--- config.mk ---
export PLATFORM = sky130hd
export DESIGN_NAME = mem_port_arbiter
export DESIGN_NICKNAME = d
export VERILOG_FILES = /design/src/rtl/mem_port_arbiter.sv
export SDC_FILE = /design/constraint.sdc
export NUM_CORES = 1
export LEC_CHECK = 0
export BUFFER_PORTS_ARGS = -buffer_cell sky130_fd_sc_hd__buf_2
export CAP_MARGIN = 10
export CORE_MARGIN = 1.5
export CORE_UTILIZATION = 50
export CTS_BUF_LIST = sky130_fd_sc_hd__clkbuf_8
export DETAILED_ROUTE_END_ITERATION = 10
export GPL_ROUTABILITY_DRIVEN = 0
export MAX_ROUTING_LAYER = met4
export PLACE_DENSITY = 0.91
export SETUP_SLACK_MARGIN = 0.1
export SYNTH_ARGS = -nofsm -noshare
export SYNTH_HDL_FRONTEND = slang
export SYNTH_SLANG_ARGS = --single-unit
--- constraint.sdc ---
create_clock -name clk_i -period 3.1 [get_ports clk_i]
set_clock_uncertainty 0.05 [all_clocks]
set_input_delay 0.31 -clock clk_i [delete_from_list [all_inputs] [get_ports clk_i]]
set_output_delay 0.31 -clock clk_i [all_outputs]
set_load 0.01 [all_outputs]
--- src/rtl/mem_port_arbiter.sv ---
// Shares one single-ported, variable-latency memory between instruction fetch and data access.
// Data wins by default; a pending fetch is forced through after MAX_DM_STREAK consecutive data grants.
module mem_port_arbiter #(
    parameter int MAX_DM_STREAK = 4
) (
    input  logic        clk_i,
    input  logic        rst_i,
    input  logic        if_req_i,
    input  logic [31:0] if_addr_i,
    output logic [31:0] if_data_o,
    output logic        if_ack_o,
    output logic        if_stall_o,
    input  logic        dm_req_i,
    input  logic        dm_we_i,
    input  logic [31:0] dm_addr_i,
    input  logic [31:0] dm_wdata_i,
    output logic [31:0] dm_rdata_o,
    output logic        dm_ack_o,
    output logic        dm_stall_o,
    output logic        mem_req_o,
    output logic        mem_we_o,
    output logic [31:0] mem_addr_o,
    output logic [31:0] mem_wdata_o,
    input  logic [31:0] mem_rdata_i,
    input  logic        mem_ack_i
);
    localparam int SW = $clog2(MAX_DM_STREAK + 1);
    localparam logic [SW-1:0] STREAK_MAX = SW'(MAX_DM_STREAK);

    typedef enum logic [1:0] {IDLE, IF_BUSY, DM_BUSY, DONE} state_t;

    state_t        r_state;
    logic [SW-1:0] r_streak;
    logic          w_grant_if;

    // Fetch wins when it is alone, or when data has used up its streak allowance.
    assign w_grant_if = if_req_i & (~dm_req_i | (r_streak == STREAK_MAX));
    assign if_stall_o = if_req_i & ~if_ack_o;
    assign dm_stall_o = dm_req_i & ~dm_ack_o;

    always_ff @(posedge clk_i or negedge rst_i) begin
        if (!rst_i) begin
            r_state     <= IDLE;
            r_streak    <= '0;
            mem_req_o   <= 1'b0;
            mem_we_o    <= 1'b0;
            mem_addr_o  <= '0;
            mem_wdata_o <= '0;
            if_ack_o    <= 1'b0;
            dm_ack_o    <= 1'b0;
            if_data_o   <= '0;
            dm_rdata_o  <= '0;
        end else begin
            if_ack_o <= 1'b0;
            dm_ack_o <= 1'b0;
            case (r_state)
                IDLE: begin
                    if (w_grant_if) begin
                        r_state     <= IF_BUSY;
                        r_streak    <= '0;
                        mem_req_o   <= 1'b1;
                        mem_we_o    <= 1'b0;
                        mem_addr_o  <= if_addr_i;
                        mem_wdata_o <= '0;
                    end else if (dm_req_i) begin
                        r_state     <= DM_BUSY;
                        mem_req_o   <= 1'b1;
                        mem_we_o    <= dm_we_i;
                        mem_addr_o  <= dm_addr_i;
                        mem_wdata_o <= dm_wdata_i;
                        if (!if_req_i)
                            r_streak <= '0;
                        else if (r_streak != STREAK_MAX)
                            r_streak <= r_streak + 1'b1;
                    end
                end
                IF_BUSY: begin
                    if (mem_ack_i) begin
                        r_state   <= DONE;
                        mem_req_o <= 1'b0;
                        if_ack_o  <= 1'b1;
                        if_data_o <= mem_rdata_i;
                    end
                end
                DM_BUSY: begin
                    if (mem_ack_i) begin
                        r_state   <= DONE;
                        mem_req_o <= 1'b0;
                        dm_ack_o  <= 1'b1;
                        if (!mem_we_o)
                            dm_rdata_o <= mem_rdata_i;
                    end
                end
                // One dead cycle so the acknowledged requester can retire its request before IDLE samples again.
                DONE: r_state <= IDLE;
                default: r_state <= IDLE;
            endcase
        end
    end
endmodule

* Word-level counts from Yosys, hierarchy flattened *
Cells that the tools add are included.

storage, ports and cells
  flip-flop bits (word level) = 137
  bits of input ports = 134
  output and inout port bits = 134
  logic and storage cells = 58

operators by class
  add/sub/neg operators = 1
  equality and inequality tests = 8
  muxes and demuxes = 21
  bitwise gates (word level) = 8
  reductions and logical operators = 10

operators by type and width
  cell                   count
  $mux W32               4
  $mux W3                4
  $reduce_and A3 Y1      3
  $mux W1                8
  $mux W2                3
  $ne A3 B3 Y1 const B   2
  $pmux W2 S3            1
  $reduce_and A2 Y1      3
  $eq A2 B2 Y1 const B   2
  $not A1 Y1             4
  $reduce_bool A2 Y1     2
  $add A3 B1 Y3 const B  1
  $and A1 B1 Y1          3
  $eq A3 B3 Y1 const B   1
  $ne A3 B1 Y1 const B   1
  $eq A2 B1 Y1 const B   1
  $logic_not A2 Y1       1
  $ne A2 B1 Y1 const B   1
  $pmux W1 S2            1
  $reduce_or A2 Y1       1
  $or A1 B1 Y1           1

* Depth between registers and ports, before layout *
Gate-level depths: netlist (run 1).

  depth after elaboration = 5
  depth in mapped cells = 8
  mapped depth without buffers = 5

* Worst setup path after synthesis (run 1) *
No wires, ideal clock.

  path type = register to register
  start = register r_state[0]
  end = register dm_rdata_o[10]
  setup time = 0.125 ns
  arrival = 1.530 ns
  data required time = 2.925 ns
  path slack = 1.395 ns
  cell stages (with the launch flop) = 8
  buffers on the path = 2
  clock period less this slack = 1.705 ns
  path through = dfrtp_1 inv_1 ha_1 and2_1 nand2b_1 clkbuf_1 buf_2 mux2_2

on the way
  word-level cells in the longest chain between the ends = 2

ends and longest elaborated chain
  item                         RTL line  source
  start: declaration           32        state_t r_state;
  start signal: assignment     43        r_state <= IDLE;
  start signal: assignment     59        r_state <= IF_BUSY;
  start signal: assignment     66        r_state <= DM_BUSY;
  $eq A2 B2 Y1                 56        case (r_state)
  $reduce_and A3 Y1 (no line)  n/a
  end signal: assignment       91        dm_rdata_o <= mem_rdata_i;
  end: declaration             17        output logic [31:0] dm_rdata_o,

No other way between the ends.
A chain may end at the register's enable or synchronous reset.

* Worst setup path in the final report (run 1) *
  start = register r_streak[0]
  end = register mem_addr_o[0]

on the way
  word-level cells in the longest chain between the ends = 5
  elaborated cells on any way between the ends = 6
  classes of those cells = eq/ne: 1; mux: 1; bitwise: 2; reduce/logical: 2

ends and longest elaborated chain
  item                          RTL line  source
  start: declaration            33        logic [SW-1:0] r_streak;
  start signal: assignment      74        r_streak <= r_streak + 1'b1;
  $eq A3 B3 Y1 (*)              37        assign w_grant_if = if_req_i & (~dm_req_i | (r_streak == STREAK_MAX));
  $or A1 B1 Y1 (*)              37
  $and A1 B1 Y1 (*)             37
  $reduce_bool A2 Y1 (no line)  n/a
  $reduce_and A2 Y1 (no line)   n/a
  end signal: assignment        63        mem_addr_o <= if_addr_i;
  end signal: assignment        69        mem_addr_o <= dm_addr_i;
  end: declaration              22        output logic [31:0] mem_addr_o,

Mark *: on every way between the ends. The rest lies on a longest branch, timed or not.

==> results by group, run 1 <==
Routing
  • Via/cell ratio: approximately 5.3
  • Pre-Repair DR Iteration Count: 4
  • DR WL/cell: ~17 um
  • Via count: between 4,000 and 5,000
  • Total Wirelength: about 15,000 um
  • Routed Antenna Nets: 0
  • Drt drc: 0
  • Initial DRC count: approximately 420

Setup path
  • Crit path largest cell delay: about 0.45 ns
  • Reg2Reg Setup Slack: a little under 1 ns
  • Crit-path slowest cell: a21bo_1
  • Crit Path Class: flop to flop
  • WP data required: between 3 and 4 ns
  • Highest fanout seen on the critical path: 54
  • Worst R2R Path Depth: 6
  • Worst-path cell chain: inv_1, ha_1, a21bo_1, and2_4, buf_12, o211ai_1
  • Worst reg2reg path startpoint: r_streak[0]
  • CP arrival: about 2.4 ns
  • Critical path capture point type: flop
  • Crit path max-delay family: compound AO/OA/AOI/OAI gates
  • Crit path launch type: flop
  • WP buf/inv: 2
  • R2r endpoint: mem_addr_o[0]

Floorplan
  • Die Wd: 111.6 um
  • Num rows: 39
  • Initial Utilization: between 50% and 60%
  • Die footprint: 12,450 um2
  • Die span in y: approximately 110 um
  • Core region area: 11,470 um2
  • I/O pins: approximately 270

Global routing
  • GR peak layer: met2
  • Total GRT Usage: a little over a quarter
  • M1 GR Usage: between 20% and 30%
  • Routing usage on met3: about 6.4%
  • First-pass GRT wire length: approximately 25,000 um
  • Initial antenna violation count: 0
  • Grt ovf: 0
  • Largest net degree at the start of global routing: between 60 and 70
  • Vias in the first global route: between 4,000 and 5,000
  • GR Layer Usage met2: between 40 and 50%

Synth
  • Unique cell type count in the Yosys netlist: 29
  • Post-synthesis register bit count: roughly 140
  • Top post-synthesis cells by area: dfrtp_1, mux2_2, nand2_1
  • Synth warn: 0
  • Syn_nets: around 650
  • Post-synth top area cell: dfrtp_1
  • Register area share after synthesis: 58.15%
  • Post-synthesis average cell area: around 12 um2
  • Netlist Area Pre-Place: about 5900 um2
  • Yosys top cell area share: between 50% and 60%
  • Syn Inst Count: 511

STA
  • Final Hold Fails: 0
  • Post-layout min period: between 2 and 2.5 ns
  • Unrepaired setup endpoints after global routing: false
  • Max-slew headroom at the worst pin: 52.63%
  • Final TNS setup: 0 ns
  • Final Slew Violations: 0
  • Fin worst setup slack: 0.9614 ns
  • Worst-Margin Slew: ~0.71 ns
  • Final period util: ~69%
  • Final setup viols: 0
  • F_max: around 0.47 GHz

Clock network
  • Clock input transition at the sequential cells of the worst setup and hold paths: about 0.08 ns
  • CTS Root Cell: clkbuf_8
  • Max clock buf depth: 2
  • Clock Latency Late Sink: between 0.4 and 0.5 ns
  • CTS tree: done
  • CTS Sinks: ~140
  • # H-tree levels: 4
  • Post_cts resized: 0
  • CTS buffer count: 17

Cells and area
  • Filler instances: 860
  • Most common cell after layout, fill and taps aside: buf_2
  • Non-Filler Cell Area, Final: 7735 um2
  • Antenna diodes: 0
  • Commonest cells after routing, fill and taps aside: buf_2, dfrtp_1, nand2_1
  • Fin util: 67.45%
  • Area grow syn2layout: 31.20%
  • Final net count: 910
  • Filler-free cell count of the finished design: between 900 and 1,000
  • Share of cells above drive strength 1: between 50 and 60%

Min path
  • Min-Delay Endpoint: mem_wdata_o[17]
  • Worst Hold Depth: 3
  • Hold Startpoint: dm_wdata_i[17]
  • Hold WC Path Type: input pin to flop

Pwr
  • Pwr dens: ~1000 nW/um2
  • Static leakage: 3.961 nW
  • Worst vdd ir: 0.7860 mV

Placed design
  • Dpl cell area: around 7300 um2
  • DP HPWL: between 10,000 and 15,000 um
  • IO buf count: 267
  • Place WS: between 0.9 and 1 ns
  • Post-placement cell count: ~900

Run
  • MaxCap Viol Count: 0

Status
  • Status: complete, no violations
==> final cells by class <==
class                      count  area (um2)  share of cell area [%]
multi-input combinational    328        2243                   29.00
tap                          143       178.9                   2.313
clock inverter                12       128.9                   1.666
sequential                   137        3428                   44.32
clock buffer                  18       247.7                   3.203
inverter                       6       22.52                  0.2912
timing repair buffer         279        1485                   19.20
==> synth_stat cells, drive strengths merged <==
library cell  count
a211oi            1
a21bo             1
a21oi             3
a31o              1
a31oi             2
a32o              1
and2              2
and3b             1
buf              17
clkbuf           23
dfrtp           137
ha                7
inv               6
mux2             65
mux2i             2
nand2           133
nand2b            1
nand4            32
nor2              4
nor2b             4
o211ai           32
o21a              1
o21ai            35
==> worst reg2reg max path, delay by kind of cell, from the launching register on <==
family,cells,cell delay (ns)
flops,1,0.39
compound gates,2,0.64
simple gates,1,0.35
buf+inv,2,0.38
fa+ha+maj,1,0.20
==> kinds of logic (layout without fill, tap and decap cells) <==
logic type / count (synthesis) / count (layout) / share of synthesized area (%)
compound gates: 77 / 77 / 10.55
fa+ha+maj: 7 / 7 / 1.486
buf+inv: 46 / 315 / 4.011
flops: 137 / 137 / 58.15
mux: 67 / 67 / 12.75
simple gates: 177 / 177 / 13.05
==> sequential cells by signal (all words and copies together), names as in the netlist, 2 cells and up <==
signal / count
r_streak: 3
if_data_o: 32
dm_rdata_o: 32
r_state: 2
mem_wdata_o: 32
mem_addr_o: 32
==> power breakdown <==
part           internal (W)  switching [W]  leakage [nW]
registers           0.00264       0.000441          1.68
clock network      0.000727       0.000665         0.198
logic               0.00151        0.00183          2.08
==> worst max-delay path by stage <==
stage                           start             end  depth (start not counted)
after floorplan            r_state[0]  dm_rdata_o[10]                          7
after global placement    r_streak[0]   mem_addr_o[2]                          6
after detailed placement  r_streak[0]   mem_addr_o[2]                          6
after CTS                 r_streak[0]   mem_addr_o[0]                          6
after global routing      r_streak[0]   mem_addr_o[0]                          6
final                     r_streak[0]   mem_addr_o[0]                          6
==> stage by stage <==
step	total power [W]	hold slack [ns]
after detailed placement	0.006440	0.2763
final	0.007818	0.06725
after global placement	0.006263	0.2796
after floorplan	0.005033	-0.03559
after CTS	0.007879	0.02818
after global routing	0.008321	0.02222
==> per-layer routing <==
| metal | wire length [um] | vias to the layer above |
|---|---|---|
| li1 | - | 2281 |
| met1 | 5938 | 2365 |
| met2 | 8236 | 210 |
| met5 | 0 | - |
| met3 | 823 | 22 |
| met4 | 335 | 0 |
==> what timing repair did <==
action,4_1_cts,5_1_grt
endpoints found under the hold margin,61,0
buffers inserted,0,0
hold buffers,1,0
endpoints found under the setup margin,0,0
Note: power is estimated with default switching activity, not from simulation.
==> run 2: changes to the inputs <==
--- a/config.mk
+++ b/config.mk
@@ -5,15 +5,16 @@
 export SDC_FILE = /design/constraint.sdc
 export NUM_CORES = 1
 export LEC_CHECK = 0
+export ABC_AREA = 1
 export BUFFER_PORTS_ARGS = -buffer_cell sky130_fd_sc_hd__buf_2
 export CAP_MARGIN = 10
 export CORE_MARGIN = 1.5
-export CORE_UTILIZATION = 50
+export CORE_UTILIZATION = 44
 export CTS_BUF_LIST = sky130_fd_sc_hd__clkbuf_8
 export DETAILED_ROUTE_END_ITERATION = 10
 export GPL_ROUTABILITY_DRIVEN = 0
 export MAX_ROUTING_LAYER = met4
-export PLACE_DENSITY = 0.91
+export PLACE_DENSITY = 0.85
 export SETUP_SLACK_MARGIN = 0.1
 export SYNTH_ARGS = -nofsm -noshare
 export SYNTH_HDL_FRONTEND = slang
==> constraint.sdc (replaced) <==
create_clock -name clk_i -period 1.9 [get_ports clk_i]
set_clock_uncertainty 0.05 [all_clocks]
set_input_delay 0.19 -clock clk_i [delete_from_list [all_inputs] [get_ports clk_i]]
set_output_delay 0.19 -clock clk_i [all_outputs]
set_load 0.01 [all_outputs]
==> run 2 against run 1 <==
Count of clock-buffer cells in the layout increased by 1. Core utilization decreased by 0.66 points. Total power rose by 65%. Routed wire length is 26% higher. Critical path depth increased by 1. Setup slack got worse by 0.72 ns. First-iteration DRC count up 7.4%. Final area increased by 14%. Critical path type unchanged.
==> results by group, run 2 <==
Global routing
  • First-pass GRT wire length: 30,680 um (+24%)
  • Largest net degree at the start of global routing: 66 (+3.1%)
  • Total GRT Usage: 28.29% (+2.2 points)
  • Vias in the first global route: 6,179 (+27%)
  • Initial antenna violation count: 0 (unchanged)
  • Grt ovf: 0 (unchanged)

Min path
  • Hold Startpoint: mem_rdata_i[3]
  • Hold WC Path Type: input pin to flop

Setup path
  • WP data required: 2.22 ns (-1.12 ns)
  • Crit path launch type: flop
  • Crit path max-delay family: buffers and inverters
  • Cell mode on critical path: inv_1
  • Highest fanout seen on the critical path: 59 (+9.3%)
  • Worst R2R Path Depth: 7 (+1)
  • Crit Path Class: flop to flop
  • Crit-path slowest cell: dfrtp_1
  • Critical path destination: mem_addr_o[8]
  • Critical path capture point type: flop
  • Worst-path cell chain: inv_1, ha_4, inv_1, nor2_4, buf_12, nand3_1, nand2_1
  • WP buf/inv: 3 (+1)
  • Reg2Reg Setup Slack: 0.24 ns (-0.72 ns)
  • Crit path largest cell delay: 0.42 ns (-0.03 ns)
  • Setup crit start: r_state[0]
  • CP arrival: 1.98 ns (-0.40 ns)
  • R2r endpoint: mem_addr_o[8]
  • Instance count on the critical path: 7 (+1)
  • Worst reg2reg path startpoint: r_state[0]

Floorplan
  • Initial Utilization: 45.14% (-6.3 points)
  • Num rows: 42 (+7.7%)
  • I/O pins: 268 (unchanged)
  • Die span in y: 119.6 um (+7.1%)
  • Die footprint: 14,290 um2 (+15%)
  • Die Wd: 119.6 um (+7.1%)
  • Core region area: 13,240 um2 (+15%)

Synth
  • Netlist Area Pre-Place: 5978 um2 (+1.4%)
  • Syn_nets: 859 (+32%)
  • Most common cell in the netlist: nand2_1
  • Primary FF master, synth: dfrtp_1
  • Synth warn: 0 (unchanged)
  • Yosys top cell area share: 57.35% (-0.80 points)
  • Syn Inst Count: 718 (+41%)
  • Post-synth top area cell: dfrtp_1
  • Synth async-reset ratio: 100.0% (unchanged)
  • Register area share after synthesis: 57.35% (-0.80 points)
  • Post-synthesis register bit count: 137 (unchanged)
  • Post-synthesis average cell area: 8.326 um2 (-28%)
  • Post-synth top cells: nand2_1, dfrtp_1, inv_1, nand3_1, o21ai_0
  • Post-synth EDFFs: 0 (unchanged)
  • Unique cell type count in the Yosys netlist: 17 (-41%)
  • Top post-synthesis cells by area: dfrtp_1, nand2_1, nand3_1

Clock network
  • CTS Root Cell: clkbuf_8
  • CTS buffer count: 17 (unchanged)
  • Clock Latency Late Sink: 0.43 ns (about the same)
  • # H-tree levels: 4 (unchanged)
  • CTS Sinks: 137 (unchanged)
  • Setup Fix Bufs, Post-CTS: 0 (unchanged)
  • CTS tree: done
  • Max clock buf depth: 2 (unchanged)
  • Clock input transition at the sequential cells of the worst setup and hold paths: 0.08 ns (about the same)

Routing
  • DR WL/cell: 15.38 um (-7.4%)
  • Initial DRC count: 448 (+7.4%)
  • Drt drc: 0 (unchanged)
  • Via/cell ratio: 4.931 (-6.7%)
  • Via count: 6,179 (+27%)
  • Total Wirelength: 19,270 um (+26%)
  • Pre-Repair DR Iteration Count: 6 (+2)
  • Routed Antenna Nets: 0 (unchanged)

Cells and area
  • Commonest cells after routing, fill and taps aside: buf_2, nand2_1, dfrtp_1
  • Non-Filler Cell Area, Final: 8845 um2 (+14%)
  • Fin util: 66.79% (-0.66 points)
  • Share of cells above drive strength 1: 29.53% (-22 points)
  • Area grow syn2layout: 47.95%
  • Final net count: 1,206 (+33%)
  • Antenna diodes: 0 (unchanged)
  • Most common cell after layout, fill and taps aside: buf_2

STA
  • Final Slew Violations: 0 (unchanged)
  • Max-slew headroom at the worst pin: 75.57% (+23 points)
  • Worst-Margin Slew: 0.3664 ns (-0.3415 ns)
  • Final Hold Fails: 0 (unchanged)
  • Post-layout min period: 1.659 ns (-0.4798 ns)
  • Final TNS setup: 0 ns (unchanged)
  • Final setup viols: 0 (unchanged)
  • Final period util: 87.30% (+18 points)
  • Worst hold margin: 0.03126 ns (-0.03600 ns)
  • F_max: 0.6029 GHz (+29%)
  • Unrepaired setup endpoints after global routing: false

Pwr
  • Static leakage: 5.163 nW (+30%)
  • Reg power frac: 39.0% (-0.4 points)
  • Comb power frac: 40.8% (-2.0 points)
  • Clock network fraction of design power: 20.2% (+2.4 points)
  • Sw Ratio: 39.11% (+1.5 points)
  • Psw: 0.005042 W (+72%)
  • Worst vdd ir: 1.056 mV (+34%)
  • Internal cell power: 0.007850 W (+61%)
  • Pwr dens: 1458 nW/um2 (+44%)

Status
  • Status: complete, no violations

Placed design
  • DP HPWL: 11,220 um (+3.8%)
  • IO buf count: 267 (unchanged)
  • Dpl cell area: 7512 um2 (+2.2%)

Run
  • MaxCap Viol Count: 0 (unchanged)
run 2: changes by cell type after synthesis, moves of 5 or more:
| cell | delta |
|---|---|
| buf_2 | +7 |
| clkbuf_1 | -7 |
| inv_1 | +103 |
| mux2_2 | -64 |
| nand2_1 | +110 |
| nand3_1 | +101 |
| nand4_1 | -30 |
| o211ai_1 | -5 |
| o211ai_2 | -27 |
| o21ai_0 | +55 |
| o21ai_1 | -24 |
run 2: worst register-to-register path: stages, from the launching register on:
cell and delay [ns]:
dfrtp_1 0.42, inv_1 0.16, ha_4 0.18, inv_1 0.06, nor2_4 0.17, buf_12 0.27
nand3_1 0.20, nand2_1 0.09
run 2: cell type report:
cell class,instances,area [um2]
Fill cell,934,4398
Clock buffer,19,261.5
Multi-Input combinational cell,431,1936
Sequential cell,137,3428
Timing Repair Buffer,368,2409
Inverter,110,415.4
Clock inverter,12,175.2
Tap cell,176,220.2
run 2: power groups by stage:
stage | clock, W | combinational [W] | sequential, W
2_1_floorplan | 0 | 0.00216 | 0.00559
3_3_place_gp | 0 | 0.00476 | 0.00500
3_5_place_dp | 0 | 0.00496 | 0.00498
4_1_cts | 0.00265 | 0.00508 | 0.00498
5_1_grt | 0.00280 | 0.00586 | 0.00517
6_report | 0.00260 | 0.00526 | 0.00503
run 2: layer usage:
metal  global-route usage, %  part of all wire [%]  vias to the layer above
met5                       -                     0                        -
met4                   12.95                   3.1                        0
met3                   7.842                    11                       65
met2                   45.15                    48                      411
met1                   33.57                    38                     2807
li1                        -                     -                     2896
run 2: worst min path at each step:
stage	end	slack (ns)	cells past startpoint
after floorplan	dm_ack_o	-0.16	0
after global placement	dm_rdata_o[24]	0.03	1
after detailed placement	dm_rdata_o[24]	0.03	1
after CTS	mem_addr_o[29]	0.0005	5
after global routing	if_data_o[3]	0.003	3
final	if_data_o[3]	0.03	3
run 2: logic make-up after synthesis:
family / count (synthesis) / share of synthesized area (%)
AND/OR/NAND/NOR: 356 / 24.88
flip-flops: 137 / 57.35
AO/OA/AOI/OAI: 68 / 5.735
buffers and inverters: 150 / 10.57
adder cells (fa/ha/maj): 7 / 1.465
run 2: metrics by stage:
| step | power (W) | cells | worst slack (ns) |
|---|---|---|---|
| floorplan | 0.007742 | 718 | 0.4472 |
| global placement | 0.009756 | 1134 | 0.2496 |
| detailed placement | 0.009947 | 1134 | 0.1647 |
| CTS | 0.01272 | 1253 | 0.1436 |
| global route | 0.01383 | 1253 | 0.1285 |
| finish | 0.01289 | 1253 | 0.2412 |
run 2: repair_timing:
action | in CTS | in global routing
hold buffers | 88 | 0
hold endpoints to repair | 255 | 0
setup endpoints to repair | 0 | 47
gates resized for setup | 0 | 4
